--- config.mk ---
export PLATFORM = sky130hd
export DESIGN_NAME = apb4_master
export DESIGN_NICKNAME = d
export VERILOG_FILES = /design/src/rtl/apb4_pkg.sv /design/src/rtl/apb4_master.sv
export SDC_FILE = /design/constraint.sdc
export NUM_CORES = 1
export LEC_CHECK = 0
export CORE_MARGIN = 2
export CORE_UTILIZATION = 39
export CTS_CLUSTER_DIAMETER = 120
export DETAILED_ROUTE_END_ITERATION = 8
export HOLD_SLACK_MARGIN = 0.12
export PLACE_DENSITY = 0.87
export SETUP_SLACK_MARGIN = 0.2
export SYNTH_ARGS = -nofsm -noshare
export SYNTH_HDL_FRONTEND = slang
export SYNTH_SLANG_ARGS = --single-unit
--- constraint.sdc ---
create_clock -name pclk_i -period 2.14 [get_ports pclk_i]
set_clock_uncertainty 0.15 [all_clocks]
set_input_delay 0.321 -clock pclk_i [delete_from_list [all_inputs] [get_ports pclk_i]]
set_output_delay 0.321 -clock pclk_i [all_outputs]
set_load 0.005 [all_outputs]
--- src/rtl/apb4_pkg.sv ---
// Shared APB4 requester types: FSM state encoding and pprot bit positions.
// Types only; no latency. No flow control.
// Nothing here depends on the APB4_MASTER_TIMEOUT_EN build option.
package apb4_pkg;

    localparam int APB4_PROT_W = 3;

    localparam logic [APB4_PROT_W-1:0] APB4_PROT_PRIV    = 3'b001;
    localparam logic [APB4_PROT_W-1:0] APB4_PROT_NONSEC  = 3'b010;
    localparam logic [APB4_PROT_W-1:0] APB4_PROT_INSTR   = 3'b100;

    typedef enum logic [1:0] {
        IDLE   = 2'd0,
        SETUP  = 2'd1,
        ACCESS = 2'd2,
        RESP   = 2'd3
    } apb4_mst_state_e;

endpackage

--- src/rtl/apb4_master.sv ---
// Single-outstanding APB4 requester: one SETUP/ACCESS transfer per accepted request.
// Latency: accept -> rsp_valid_o 3 cycles with a zero-wait completer, +1 per wait state.
// Backpressure: req_ready_o only in IDLE; response held until rsp_ready_i. Option: APB4_MASTER_TIMEOUT_EN.
module apb4_master
    import apb4_pkg::*;
#(
    parameter int APB_ADDR_WIDTH = 32,
    parameter int APB_DATA_WIDTH = 32,
    parameter int TIMEOUT_CYCLES = 256
) (
    input  logic                          pclk_i,
    input  logic                          presetn_i,

    input  logic                          req_valid_i,
    output logic                          req_ready_o,
    input  logic [APB_ADDR_WIDTH-1:0]     req_addr_i,
    input  logic                          req_write_i,
    input  logic [APB_DATA_WIDTH-1:0]     req_wdata_i,
    input  logic [APB_DATA_WIDTH/8-1:0]   req_strb_i,
    input  logic [APB4_PROT_W-1:0]        req_prot_i,

    output logic                          rsp_valid_o,
    input  logic                          rsp_ready_i,
    output logic [APB_DATA_WIDTH-1:0]     rsp_rdata_o,
    output logic                          rsp_err_o,

    output logic [APB_ADDR_WIDTH-1:0]     paddr_o,
    output logic [APB4_PROT_W-1:0]        pprot_o,
    output logic                          pwrite_o,
    output logic [APB_DATA_WIDTH-1:0]     pwdata_o,
    output logic [APB_DATA_WIDTH/8-1:0]   pstrb_o,
    output logic                          psel_o,
    output logic                          penable_o,
    input  logic [APB_DATA_WIDTH-1:0]     prdata_i,
    input  logic                          pready_i,
    input  logic                          pslverr_i
);

    if (TIMEOUT_CYCLES < 1) begin : g_bad_timeout
        $error("apb4_master: TIMEOUT_CYCLES must be >= 1");
    end

    apb4_mst_state_e state_q, state_d;
    logic            accept;
    logic            done;
    logic            timeout_hit;

    assign accept      = (state_q == IDLE) && req_valid_i;
    assign done        = (state_q == ACCESS) && pready_i;
    assign req_ready_o = (state_q == IDLE);

`ifdef APB4_MASTER_TIMEOUT_EN
    localparam int CNT_W = $clog2(TIMEOUT_CYCLES + 1);
    logic [CNT_W-1:0] wait_cnt_q;

    // Fires on the edge that ends the TIMEOUT_CYCLES-th stalled ACCESS cycle.
    assign timeout_hit = (state_q == ACCESS) && !pready_i &&
                         (wait_cnt_q == CNT_W'(TIMEOUT_CYCLES - 1));

    always_ff @(posedge pclk_i) begin
        if (!presetn_i) begin
            wait_cnt_q <= '0;
        end else if (state_q == SETUP) begin
            wait_cnt_q <= '0;
        end else if ((state_q == ACCESS) && !pready_i) begin
            wait_cnt_q <= wait_cnt_q + 1'b1;
        end
    end
`else
    assign timeout_hit = 1'b0;
`endif

    always_comb begin
        state_d = state_q;
        case (state_q)
            IDLE:    if (req_valid_i) state_d = SETUP;
            SETUP:   state_d = ACCESS;
            ACCESS:  if (pready_i || timeout_hit) state_d = RESP;
            RESP:    if (rsp_ready_i) state_d = IDLE;
            default: state_d = IDLE;
        endcase
    end

    always_ff @(posedge pclk_i) begin
        if (!presetn_i) begin
            state_q     <= IDLE;
            psel_o      <= 1'b0;
            penable_o   <= 1'b0;
            rsp_valid_o <= 1'b0;
            rsp_err_o   <= 1'b0;
            rsp_rdata_o <= '0;
            paddr_o     <= '0;
            pprot_o     <= '0;
            pwrite_o    <= 1'b0;
            pwdata_o    <= '0;
            pstrb_o     <= '0;
        end else begin
            state_q     <= state_d;
            // Bus controls are registered from the next state so they change with it.
            psel_o      <= (state_d == SETUP) || (state_d == ACCESS);
            penable_o   <= (state_d == ACCESS);
            rsp_valid_o <= (state_d == RESP);

            if (accept) begin
                paddr_o  <= req_addr_i;
                pprot_o  <= req_prot_i;
                pwrite_o <= req_write_i;
                pwdata_o <= req_wdata_i;
                pstrb_o  <= req_write_i ? req_strb_i : '0;
            end

            if (done) begin
                rsp_err_o   <= pslverr_i;
                rsp_rdata_o <= (!pwrite_o && !pslverr_i) ? prdata_i : '0;
            end else if (timeout_hit) begin
                rsp_err_o   <= 1'b1;
                rsp_rdata_o <= '0;
            end
        end
    end

endmodule
# Word-level counts from Yosys, hierarchy flattened
# Cells that the tools add are included.
[word_totals] wordCells=30 in_bits=110 register_bits=110 out_inout_bits=109
[classes] n_eq_ne=6 muxes=6 reduce_logical=7
[op_table] op="32-bit 2-to-1 mux" n=1
[op_table] op="2-bit == test, second input constant" n=4
[op_table] op="2-bit one-hot mux with 4 select lines" n=1
[op_table] op="2-bit 2-to-1 mux" n=3
[op_table] op="2-bit by 1-bit == test with 1-bit output, second input constant" n=2
[op_table] op="4-bit 2-to-1 mux" n=1
[op_table] op="1-bit logical AND" n=3
[op_table] op="1-bit logical NOT" n=2
[op_table] op="2-bit logical NOT" n=1
[op_table] op="1-bit logical OR" n=1

# Longest topological paths before layout
# Gate-level depths: netlist (run 1).
[logic_depth] ltp_word=4 depth_mapped=6 depth_no_buf=5

# Worst setup path after synthesis (run 1)
# No wires, ideal clock.
[synth_path] path_type="input to register" from="input port req_valid_i" to="register rsp_valid_o" slack_ns=0.538 t_required_ns=1.875 arrival_ns=1.337 setup_time_ns=0.115 stages=6 path_buffers=2 path_cell_list="nor3b_2 > buf_4 > buf_8 > or2_2 > ha_1 > and2_1"
[synth_via] elab_chain_len=3
[synth_rtl] element="start: declaration" line="apb4_master.sv:14" source="input logic req_valid_i,"
[synth_rtl] element="2-bit 2-to-1 mux" line="apb4_master.sv:76" source="IDLE: if (req_valid_i) state_d = SETUP;"
[synth_rtl] element="2-bit one-hot mux with 4 select lines" line="apb4_master.sv:75" source="case (state_q)"
[synth_rtl] element="named net state_d[0]" line="apb4_master.sv:43" source="apb4_mst_state_e state_q, state_d;"
[synth_rtl] element="2-bit == test" line="apb4_master.sv:102" source="rsp_valid_o <= (state_d == RESP);"
[synth_rtl] element="end signal: assignment" line="apb4_master.sv:102"
[synth_rtl] element="end: declaration" line="apb4_master.sv:22" source="output logic rsp_valid_o,"
# The timed path passes the listed nets, and every way through them passes these cells.
# A chain may end at the register's enable or synchronous reset.

# Worst setup path in the final report (run 1)
[layout_path] from="register state_q[1]" to="output port req_ready_o"
[layout_via] elab_chain_len=1
[layout_rtl] element="start: declaration" line="apb4_master.sv:43"
[layout_rtl] element="start signal: assignment" line="apb4_master.sv:98" source="state_q <= state_d;"
[layout_rtl] element="2-bit logical NOT" line="apb4_master.sv:50" source="assign req_ready_o = (state_q == IDLE);"
[layout_rtl] element="end: declaration" line="apb4_master.sv:15" source="output logic req_ready_o,"
# No other way between the ends.

==> results.txt, run 1 <==
internal power - 3.21 mW
critical path endpoint category - primary output
Net Count, Synth - 601
vias in the first global route - 3798
CTS clock-pin slew for the worst setup and hold paths - 0.10 ns
die area - 11100 sq um
Final ANT Viol Nets - 0
Worst Setup Path Type - reg2out
TritonCTS Sinks - 110
Sw Pwr - 1.11 mW
largest incremental delay on the critical path - 0.55 ns
post-route cell area - 6460 sq um
cell family with the largest share of critical-path delay - buffers and inverters
row count - 37
# Max-Cap Violations - 0
clock group share of total power - 29.9%
min-delay worst type - in2reg
Core Area - 10200 sq um
pre-CTS setup slack - 0.155 ns
hold buffer count at CTS - 0
number of CTS-inserted buffers - 9
Die W - 106 microns
share of cells above drive strength 1 - 4.37%
CTS tree - built
logic gate share of total power - 18.2%
Met3 Wirelength - 893 microns
antenna violations before repair - 0
crit path max fanout - 5
met2 wire length - 5.48 mm
min cycle time layout - 1.87 ns
startpoint types - register
Worst-Skew Late Latency - 0.35 ns
part of the power in registers - 51.9%
post-synthesis cell count - 489
Critical Path RT - 1.67 ns
post-synthesis sequential area ratio - 54.7%
CTS max path bufs - 2
YS warnings - 0
root buf cell - clkbuf_8
unrepaired setup endpoints after global routing - no
static leakage - 2.26 nW
met1 WL - 4.83 mm
final setup margin - 0.275 ns
I/O Pins - 219
Final Max Tran Viols - 0
status - complete, no violations
gp weighted congestion - 0.786
placed instance area - 6250 sq um
Slew headroom - 74.5%
uppermost layer routed - met4
critical path arrival - 1.39 ns
largest net degree at the start of global routing - 67
Peak Freq - 0.536 GHz
setup TNS - 0 ns
GRT overflow - 0
Tcrit/Tclk final - 87.2%
# setup viols final - 0
PwrDens - 668 nW/um^2
critical path cell sequence - nor2_1 -> clkdlybuf4s50_1
H-tree depth - 3
overall routing resource usage - 20.0%
Detailed Place HPWL - 8.40 mm
vias per cell - 4.87
fin nets - 793
crit path buf inv count - 1
VDD IR-drop max - 454 uV
drt wl/cell - 13.9 microns
Mapped Avg Cell Area - 8.23 sq um
worst slew pin tran - 0.383 ns
number of buffers added on ports - 218
starting density of the core - 39.5%
area growth from synthesis to layout - 60.7%
Sw Share - 25.7%
WL final - 11.5 mm
Mapped Area - 4020 sq um
fill count - 847
post-synth cell types - 24
Initial DRC Count - 270
drt pass-1 iters - 4
total number of vias - 4002
Antenna diodes - 0
first-pass GRT wire length - 18.3 mm
# DRC - 0
CP max-delay cell - clkdlybuf4s50_1
Die Y-Extent - 106 microns
register bit count reported by yosys - 110
final hold vios - 0
state kept, by name, indices dropped and copies added, names as in the netlist:
name	flops
paddr_o	32
rsp_err_o	1
pwrite_o	1
state_q	2
psel_o	1
rsp_valid_o	1
penable_o	1
pprot_o	3
pstrb_o	4
rsp_rdata_o	32
pwdata_o	32
cell type report:
class | instances | area (sq um) | area share, %
Clock inverter | 6 | 78.8 | 1.22
Multi-Input combinational cell | 333 | 1600 | 24.7
Timing Repair Buffer | 227 | 2280 | 35.4
Clock buffer | 10 | 128 | 1.97
Sequential cell | 110 | 2200 | 34.1
Tap cell | 136 | 170 | 2.63
layout by cell type, fill, tap and decap left out, types with 3 or more instances in the layout:
cell	synthesis	routed
buf_12	0	3
clkdlybuf4s50_1	0	217
nand3_1	101	101
and2_1	3	3
nand2_1	105	105
nor2_1	3	3
o21ai_1	7	7
clkbuf_8	0	9
nand4_1	4	4
dfxtp_1	110	108
o21ai_0	98	98
buf_4	1	7
logic make-up (layout without fill, tap and decap cells):
family,after synthesis,after routing,share of synthesized area [%]
AND/OR/NAND/NOR,224,224,25.3
buffers and inverters,46,243,5.88
AO/OA/AOI/OAI,107,107,13.4
flip-flops,110,110,54.7
adder cells (fa/ha/maj),2,2,0.622
per-layer routing:
metal	up-vias	track usage, %
met3	20	5.32
met4	0	6.77
met1	1778	24.2
met2	164	34.3
li1	2040	-
met5	-	0
cells in the mapped netlist (all sizes together):
| master | number | area share (%) |
|---|---|---|
| nand2 | 105 | 9.8 |
| nand4 | 4 | 0.62 |
| o21a | 1 | 0.19 |
| nor2 | 3 | 0.28 |
| dfxtp | 110 | 55 |
| nor3b | 2 | 0.62 |
| clkbuf | 21 | 2.1 |
| nand2b | 2 | 0.31 |
| nand3b | 1 | 0.19 |
| buf | 25 | 3.8 |
| a21boi | 1 | 0.19 |
| nand3 | 101 | 13 |
| ha | 2 | 0.62 |
| and3 | 1 | 0.16 |
| or2 | 1 | 0.16 |
| and2 | 3 | 0.47 |
| nor2b | 1 | 0.16 |
| o21ai | 105 | 13 |
final timing paths:
| kind | start | to | slack (ns) | depth (start not counted) |
|---|---|---|---|---|
| setup / recovery | state_q[1] | req_ready_o | 0.27 | 2 |
| hold / removal | presetn_i | rsp_err_o | 0.27 | 3 |
| setup reg to reg | state_q[1] | pwdata_o[7] | 0.59 | 4 |
| hold reg to reg | rsp_rdata_o[30] | rsp_rdata_o[30] | 0.31 | 2 |
power by group through the flow:
stage / registers, mW / logic, mW / clock network (mW)
after CTS: 2.24 / 0.792 / 1.34
after floorplan: 2.29 / 0.281 / 0
final: 2.24 / 0.786 / 1.29
after global routing: 2.26 / 0.856 / 1.42
after detailed placement: 2.29 / 0.788 / 0
after global placement: 2.28 / 0.765 / 0
timing repair:
item / in CTS / in global routing
setup buffers: 0 / 0
setup endpoints to repair: 0 / 1
gates resized for setup: 0 / 2
metrics by stage:
stage,hold WS [ns],cells,power (mW),utilization [%]
floorplan,0.295,489,2.57,-
global placement,0.286,806,3.04,61.4
detailed placement,0.295,806,3.07,61.4
CTS,0.255,822,4.37,63.4
global route,0.275,822,4.54,63.5
finish,0.270,822,4.32,63.5
worst reg2reg max path: stages, from the launching register on:
cell	delay (ns)
dfxtp_2	0.36
nor3b_4	0.29
buf_4	0.40
nand3_1	0.14
o21ai_0	0.13
Power figures use the tool's default switching activity.
==> run 2, diff against run 1 <==
Settings changed: HOLD_SLACK_MARGIN 0.12 to 0.08.
==> results of run 2 <==
No change in the layout: final DEF, timing and power equal those of run 1.
==> run 3, diff against run 2 <==
Settings changed: CTS_CLUSTER_SIZE from default to 24.
==> results of run 3 <==
No change in the layout: final DEF, timing and power equal those of run 1.
